**config.mk**
```make
export PLATFORM = sky130hd
export DESIGN_NAME = reducao_media_in
export DESIGN_NICKNAME = d
export VERILOG_FILES = /design/src/rtl/reducao_media_in_pkg.sv /design/src/rtl/reducao_media_in_buffer_linha_somas.sv /design/src/rtl/reducao_media_in.sv
export SDC_FILE = /design/constraint.sdc
export NUM_CORES = 2
export LEC_CHECK = 0
export ABC_CLOCK_PERIOD_IN_PS = 18600
export CAP_MARGIN = 20
export CORE_MARGIN = 2
export CORE_UTILIZATION = 50
export CTS_CLUSTER_SIZE = 8
export DETAILED_ROUTE_END_ITERATION = 16
export HOLD_SLACK_MARGIN = 0.08
export MAX_ROUTING_LAYER = met4
export PLACE_DENSITY_LB_ADDON = 0.12
export SETUP_SLACK_MARGIN = 0.3
export SLEW_MARGIN = 10
export SYNTH_ARGS = -nofsm -noshare
export SYNTH_HDL_FRONTEND = slang
export SYNTH_SLANG_ARGS = --single-unit
```
**constraint.sdc**
```tcl
create_clock -name clk -period 18.6 [get_ports clk]
set_input_delay 1.86 -clock clk [delete_from_list [all_inputs] [get_ports clk]]
set_output_delay 1.86 -clock clk [all_outputs]
set_load 0.005 [all_outputs]
```
**src/rtl/reducao_media_in_pkg.sv**
```systemverilog
// Shared definitions for the 2x scaling path: frame limits, widths and FSM states.
package reducao_media_in_pkg;

  localparam int LARGURA_MAXIMA_DEF = 640;
  localparam int PIXEL_W_DEF        = 8;
  localparam int DIM_W              = 10;

  typedef enum logic [1:0] {
    S_IDLE  = 2'd0,
    S_PAR   = 2'd1,
    S_IMPAR = 2'd2
  } estado_t;

  // Clamp a requested width to the line-buffer capacity.
  function automatic logic [DIM_W-1:0] limita_largura(input logic [DIM_W-1:0] pedida,
                                                      input logic [DIM_W-1:0] maxima);
    return (pedida > maxima) ? maxima : pedida;
  endfunction

endpackage

```
**src/rtl/reducao_media_in_buffer_linha_somas.sv**
```systemverilog
// Line buffer holding the horizontal pair sums of the previous even row.
// One write port, one registered read port; read data holds while rd_en is low.
module reducao_media_in_buffer_linha_somas #(
  parameter int PROF = 320,
  parameter int LARG = 9,
  parameter int AW   = $clog2(PROF)
) (
  input  logic            clk,
  input  logic            wr_en,
  input  logic [AW-1:0]   wr_addr,
  input  logic [LARG-1:0] wr_data,
  input  logic            rd_en,
  input  logic [AW-1:0]   rd_addr,
  output logic [LARG-1:0] rd_data
);

  logic [LARG-1:0] mem [PROF];

  // Write port
  always_ff @(posedge clk) begin
    if (wr_en) mem[wr_addr] <= wr_data;
  end

  // Registered read; the value is kept until the next read enable
  always_ff @(posedge clk) begin
    if (rd_en) rd_data <= mem[rd_addr];
  end

endmodule

```
**src/rtl/reducao_media_in.sv**
```systemverilog
// 2x downscaler: averages every 2x2 block of a raster stream into one rounded pixel.
// Even rows store pair sums in the line buffer; odd rows add their pair to the stored
// sum and emit (sum + 2) >> 2. Trailing odd column/row are consumed and dropped.
module reducao_media_in
  import reducao_media_in_pkg::*;
#(
  parameter int LARGURA_MAXIMA = LARGURA_MAXIMA_DEF,
  parameter int PIXEL_W        = PIXEL_W_DEF
) (
  input  logic               clk,
  input  logic               reset,
  input  logic               start,
  input  logic [DIM_W-1:0]   largura_in,
  input  logic [DIM_W-1:0]   altura_in,
  input  logic [PIXEL_W-1:0] pixel_in,
  input  logic               pixel_in_valid,
  output logic               pixel_in_ready,
  output logic [PIXEL_W-1:0] pixel_out,
  output logic               pixel_out_valid,
  output logic               processing_done,
  output logic               busy
);

  localparam int PROF    = LARGURA_MAXIMA / 2;
  localparam int AW      = $clog2(PROF);
  localparam int SOMA2_W = PIXEL_W + 1;
  localparam int SOMA3_W = PIXEL_W + 2;
  localparam logic [DIM_W-1:0] LARG_MAX = DIM_W'(LARGURA_MAXIMA);
  localparam logic [DIM_W-1:0] DIM_MIN  = DIM_W'(2);
  localparam logic [DIM_W-1:0] UM       = DIM_W'(1);

  estado_t              estado;
  logic [DIM_W-1:0]     largura_reg;
  logic [DIM_W-1:0]     altura_reg;
  logic [DIM_W-1:0]     x;
  logic [DIM_W-1:0]     y;
  logic [PIXEL_W-1:0]   p0;
  logic [DIM_W-1:0]     largura_lim;
  logic [SOMA2_W-1:0]   soma_par;
  logic [SOMA2_W-1:0]   soma_linha_ant;
  logic [SOMA3_W-1:0]   soma_bloco;
  logic [PIXEL_W-1:0]   media;
  logic [AW-1:0]        buf_addr;
  logic                 aceita;
  logic                 fim_linha;
  logic                 fim_quadro;
  logic                 buf_wr;
  logic                 buf_rd;

  assign largura_lim    = limita_largura(largura_in, LARG_MAX);
  assign pixel_in_ready = (estado == S_PAR) || (estado == S_IMPAR);
  assign busy           = (estado != S_IDLE);
  assign aceita         = pixel_in_valid && pixel_in_ready;
  assign fim_linha      = (x == largura_reg - UM);
  assign fim_quadro     = fim_linha && (y == altura_reg - UM);

  // Both the write (odd column, even row) and the read (even column, odd row)
  // use the pair index, so the read lands one accept ahead of its use.
  assign buf_addr = AW'(x >> 1);
  assign buf_wr   = aceita && x[0] && (estado == S_PAR);
  assign buf_rd   = aceita && !x[0] && (estado == S_IMPAR);

  assign soma_par   = SOMA2_W'(p0) + SOMA2_W'(pixel_in);
  assign soma_bloco = SOMA3_W'(soma_linha_ant) + SOMA3_W'(p0) + SOMA3_W'(pixel_in);
  assign media      = PIXEL_W'((soma_bloco + SOMA3_W'(2)) >> 2);

  reducao_media_in_buffer_linha_somas #(
    .PROF (PROF),
    .LARG (SOMA2_W),
    .AW   (AW)
  ) u_buffer (
    .clk     (clk),
    .wr_en   (buf_wr),
    .wr_addr (buf_addr),
    .wr_data (soma_par),
    .rd_en   (buf_rd),
    .rd_addr (buf_addr),
    .rd_data (soma_linha_ant)
  );

  // Frame FSM, raster counters and registered outputs
  always_ff @(posedge clk) begin
    if (reset) begin
      estado          <= S_IDLE;
      largura_reg     <= '0;
      altura_reg      <= '0;
      x               <= '0;
      y               <= '0;
      p0              <= '0;
      pixel_out       <= '0;
      pixel_out_valid <= 1'b0;
      processing_done <= 1'b0;
    end else begin
      pixel_out_valid <= 1'b0;
      processing_done <= 1'b0;
      case (estado)
        S_IDLE: begin
          if (start) begin
            largura_reg <= largura_lim;
            altura_reg  <= altura_in;
            x           <= '0;
            y           <= '0;
            // Frames too small to hold a single 2x2 block finish immediately.
            if ((largura_lim < DIM_MIN) || (altura_in < DIM_MIN)) begin
              processing_done <= 1'b1;
            end else begin
              estado <= S_PAR;
            end
          end
        end
        S_PAR, S_IMPAR: begin
          if (aceita) begin
            if (!x[0]) begin
              p0 <= pixel_in;
            end else if (estado == S_IMPAR) begin
              pixel_out       <= media;
              pixel_out_valid <= 1'b1;
            end
            if (fim_linha) begin
              x <= '0;
              y <= y + UM;
              if (fim_quadro) begin
                estado          <= S_IDLE;
                processing_done <= 1'b1;
              end else begin
                estado <= (estado == S_PAR) ? S_IMPAR : S_PAR;
              end
            end else begin
              x <= x + UM;
            end
          end
        end
        default: estado <= S_IDLE;
      endcase
    end
  end

endmodule

```
# After elaboration in Yosys (flattened, before gate mapping)
# Memory sizes are Yosys's and may differ from the RTL's. A register that Yosys moved wholly into a read port is not among the register bits.
# Cells that the tools add are included.
[word_totals]
register_bits = 60
ramBits = 2880
in_bits = 32
output_inout_bits = 12
elab_cells = 76
mem_count = 1
[memory_table]
columns = ["memory", "words", "width", "rd", "rd_clocked_by_memory_dff", "wr", "line", "text"]
rows = [
  ["u_buffer.mem", 320, 9, 1, 1, 1, "reducao_media_in_buffer_linha_somas.sv:17", "logic [LARG-1:0] mem [PROF];"],
]
[classes]
add_sub_neg = 8
order_cmp = 3
n_eq_ne = 8
muxes = 24
bitwise_logic = 3
reduce_logical = 20
[ops]
columns = ["op", "n"]
rows = [
  ["10-bit 2-to-1 mux", 6],
  ["10-bit case mux with 2 select lines", 2],
  ["10-bit by 1-bit adder with 10-bit output (second input constant)", 2],
  ["10-bit == test", 2],
  ["10-bit by 2-bit less-than comparator with 1-bit output (second input constant)", 2],
  ["10-bit by 1-bit subtractor with 10-bit output (second input constant)", 2],
  ["2-bit 2-to-1 mux", 6],
  ["4-bit AND reduction", 3],
  ["10-bit by 2-bit adder with 10-bit output (second input constant)", 1],
  ["10-bit by 8-bit adder with 10-bit output", 1],
  ["9-bit by 8-bit adder with 10-bit output", 1],
  ["10-bit greater-than comparator (second input constant)", 1],
  ["8-bit by 8-bit adder with 9-bit output", 1],
  ["1-bit 2-to-1 mux", 8],
  ["2-bit != test (second input constant)", 4],
  ["1-bit logical AND", 6],
  ["3-bit AND reduction", 2],
  ["2-bit case mux with 2 select lines", 1],
  ["2-bit nonzero test", 2],
  ["4-bit OR reduction", 1],
  ["1-bit NOT", 3],
  ["2-bit by 1-bit == test with 1-bit output (second input constant)", 1],
  ["2-bit == test (second input constant)", 1],
  ["2-bit logical NOT", 1],
  ["5 further kinds", 6],
]

# Logic depth before layout (Yosys ltp)
[logic_depth]
word_depth = 7
mapped_depth = 14
mapped_depth_nobuf = 12

# By module
# A second synthesis with hierarchy kept.
[hier_totals]
cells_unflattened = 5920
hier_area_um2 = 115786.0
[by_module_without_submodules]
columns = ["module", "instances", "cells_each", "area_per_inst_um2", "seq_area_each_um2"]
rows = [
  ["reducao_media_in_buffer_linha_somas", 1, 5436, 111901.1, 86753.2],
  ["reducao_media_in", 1, 484, 3885.0, 1201.2],
]

# Worst setup path after synthesis
# Ideal clock, no wire load.
[synth_path]
kind = "input-to-reg"
from = "input port pixel_in[1]"
to = "memory u_buffer.mem[0][7], data pin"
setup_time_ps = 2006
t_arrival_ps = 11857
t_required_ps = 16594
path_slack_ps = 4737
cell_stages = 9
n_path_buf = 0
cell_sequence = "inv_1 > ha_1 > a21o_1 > a21oi_1 > o21ai_0 > a21oi_1 > o21bai_1 > a21oi_1 > xnor2_1"
[synth_via]
elab_chain_len = 1
[synth_rtl]
columns = ["item", "line", "text"]
rows = [
  ["from (decl)", "reducao_media_in.sv:15", "input logic [PIXEL_W-1:0] pixel_in,"],
  ["8-bit by 8-bit adder with 9-bit output", "reducao_media_in.sv:63", "assign soma_par = SOMA2_W'(p0) + SOMA2_W'(pixel_in);"],
  ["named net soma_par[7]", "reducao_media_in.sv:39", "logic [SOMA2_W-1:0] soma_par;"],
  ["to (decl)", "reducao_media_in_buffer_linha_somas.sv:17", ""],
]
# The timed path passes the listed nets, and every way through them passes these cells.

==> impl_metrics.py <==
metrics = {
    "power_and_ir_drop": {
        "power.density_mw_per_mm2": 119,
        "p_total_uw": 15500,
        "ir_drop_mv": 0.0879,
        "p_leak_uw": 0.0396,
    },
    "setup_path": {
        "rrSetupSlack_ns": 11.93,
        "endpoint_kind": "flop",
        "crit_required_ns": 19.28,
        "rr_startpoint": "x[2]$_SDFFE_PP0P_",
        "rr_worst_depth": 12,
        "critPathKind": "reg2reg",
        "critPathMaxFanout": 96,
        "cp.arrival_ns": 7.35,
        "reg2reg_to": "u_buffer.rd_data[7]$_DFFE_PP_",
        "startpoint_type": "flop",
    },
    "synthesis": {
        "synthCells": 5310,
        "post-synth-top-count-cell": "edfxtp_1",
        "yosysUniqueCellTypes": 74,
        "synth_nets": 5375,
        "synth_area_leader_cell": "edfxtp_1",
        "synth-edff-count": 2889,
        "syn-cell-area_mm2": 0.115,
        "synthArstFlopShare_pct": 0,
        "ys_seq_area_share_pct": 76.4,
        "ys_seq_elements": 2949,
        "syn_area_per_cell_um2": 21.7,
        "synth_top_area_share_pct": 75.4,
        "synthTopCellsByCount": "edfxtp_1, mux4_2, nor2_1",
        "ys.warnings.count": 0,
        "synth_top_flop_cell": "edfxtp_1",
        "ys_top_cells_by_area": "edfxtp_1, mux4_2, nor2_1",
    },
    "global_route": {
        "grt_overflow": 0,
        "grt_pass1_wl_mm": 425,
        "grt_antenna_before_repair": 15,
        "grt_max_degree": 205,
        "grt_pass1_vias": 56692,
        "track_usage_pct": 26.3,
    },
    "floorplan": {
        "start_util_pct": 50.2,
        "fp.coreArea_mm2": 0.229,
        "die_area_mm2": 0.234,
        "dieWidth_um": 484,
        "rows": 176,
        "num_io_pins": 44,
        "fp.dieH_um": 484,
    },
    "clock_network": {
        "cts_tree": "built",
        "hold_buffers": 0,
        "root_buffer": "clkbuf_16",
        "clock_latency_ns": 0.98,
        "cts_buffer_depth": 4,
        "cts_resized": 0,
        "htreeDepth": 5,
        "cts.reportedPaths.clkPinSlew_ns": 0.05,
        "cts_sinks": 2949,
        "post_cts_buffers": 0,
        "cts_buffers": 419,
    },
    "min_path": {
        "hp-class": "reg2reg",
        "worstHoldStart": "pixel_out[1]$_SDFFE_PP0P_",
        "hold_depth": 2,
        "hold_end": "pixel_out[1]$_SDFFE_PP0P_",
    },
    "sta": {
        "slew_headroom_pct": 14.0,
        "setup_viol": 0,
        "period_minus_slack_ns": 6.67,
        "whs_ns": 0.450,
        "skew_ns": 0.0720,
        "hold_viol": 0,
        "clock.fmax_mhz": 150,
        "fin_crit_sh_pct": 35.9,
        "drv_slew": 0,
        "worst_slew_pin_slew_ns": 1.29,
        "rsz0062_at_grt": "no",
        "fin_tns_setup_ns": 0,
    },
    "route": {
        "drt_iter0_markers": 6793,
        "top_layer_used": "met4",
        "wl_mm": 299,
        "wl_per_cell_um": 34.4,
        "dr.pass1.iters": 8,
        "wl_met1_mm": 124,
        "vias": 55960,
        "detail_route.vias_per_cell": 6.45,
        "wl_met2_mm": 141,
        "ant_nets": 0,
        "drc": 0,
        "wl_met3_mm": 25.9,
    },
    "finish": {
        "regMostFlops": "u_buffer.mem",
        "layout-drive-gt1-share_pct": 26.2,
        "largest_reg_flops": 2880,
        "area_growth_pct": 13.2,
        "final-instance-count-excl-fill": 8682,
        "num-nets-final": 5661,
    },
    "run": {
        "maxCapViolations": 0,
    },
    "placed_design": {
        "port_buffers": 43,
        "place_hpwl_mm": 176,
        "gp_congestion": 0.842,
        "dp_cells": 8187,
    },
    "status": {
        "outcome": "completed",
    },
}
[critical path: stages, from the launching register on]
cell	delay, ns
dfxtp_4	0.74
buf_12	0.57
buf_4	0.64
buf_4	0.57
buf_4	0.67
mux4_2	0.42
a22o_1	0.21
a221oi_1	0.60
o21ai_0	0.22
a221oi_1	0.50
o21ai_0	0.15
a2111oi_0	0.69
o2111ai_1	0.21
[cell type report]
| class | instances | area (um^2) |
|---|---|---|
| Fill cell | 16727 | 99100 |
| Timing Repair Buffer | 181 | 1740 |
| Antenna cell | 2 | 5.00 |
| Tap cell | 3026 | 3790 |
| Inverter | 24 | 105 |
| Sequential cell | 2949 | 88000 |
| Clock inverter | 12 | 145 |
| Multi-Input combinational cell | 2021 | 25800 |
| Clock buffer | 467 | 10800 |
[placed cells by master, fill, tap and decap left out, types with 11 or more instances in the layout]
cell type,count
nand2_1,178
nor2_1,375
mux4_2,839
inv_1,22
o21ai_0,26
buf_4,113
xor2_1,13
xnor2_1,29
nand3_1,48
edfxtp_1,2889
nand2_2,16
a21oi_1,69
a22oi_1,46
clkbuf_1,44
mux2i_1,63
a31oi_1,14
nor2b_1,11
nand4_1,16
a22o_1,16
clkdlybuf4s50_1,42
o22ai_1,12
clkbuf_16,423
nor3_1,31
ha_1,25
buf_12,16
dfxtp_1,52
[worst max-delay path by stage]
stage | startpoint | to | slack, ns
after detailed placement | pixel_in[0] | u_buffer.mem[282][8]$_DFFE_PP_ | 11.53
after global routing | x[1]$_SDFFE_PP0P_ | u_buffer.rd_data[8]$_DFFE_PP_ | 11.49
after global placement | pixel_in[0] | u_buffer.mem[282][8]$_DFFE_PP_ | 11.55
final | x[2]$_SDFFE_PP0P_ | u_buffer.rd_data[7]$_DFFE_PP_ | 11.93
after floorplan | pixel_in[1] | u_buffer.mem[0][7]$_DFFE_PP_ | 4.74
after CTS | x[1]$_SDFFE_PP0P_ | u_buffer.rd_data[8]$_DFFE_PP_ | 11.97
[cell families (layout without fill, tap and decap cells)]
group / count (synthesis) / count (layout) / synth area share [%]
muxes: 906 / 906 / 17.0
DFF: 2949 / 2949 / 76.4
xor gates and xnor gates: 48 / 48 / 0.365
and+or+nand+nor: 763 / 763 / 2.86
adders and majority gates: 33 / 33 / 0.404
other: 0 / 2 / 0
AOI/OAI and AO/OA: 271 / 271 / 1.64
buffers and inverters: 340 / 684 / 1.32
[metal layers]
metal	vias up	track usage [%]
li1	22618	-
met1	30358	37.5
met2	2546	39.2
met3	438	5.17
met4	0	7.13
met5	-	-
[per-stage QoR]
| step | utilization (%) | instance area (um^2) | setup WS, ns |
|---|---|---|---|
| floorplan | - | 115000 | 4.74 |
| global placement | 51.9 | 119000 | 11.55 |
| detailed placement | 52.0 | 119000 | 11.53 |
| CTS | 56.7 | 130000 | 11.97 |
| global route | 56.8 | 130000 | 11.49 |
| finish | 56.8 | 130000 | 11.93 |
[power by group]
group	switching, uW	internal, uW
clock	2580	3980
sequential	19.2	7840
combinational	849	283
total	3450	12100
Power figures use the tool's default switching activity.
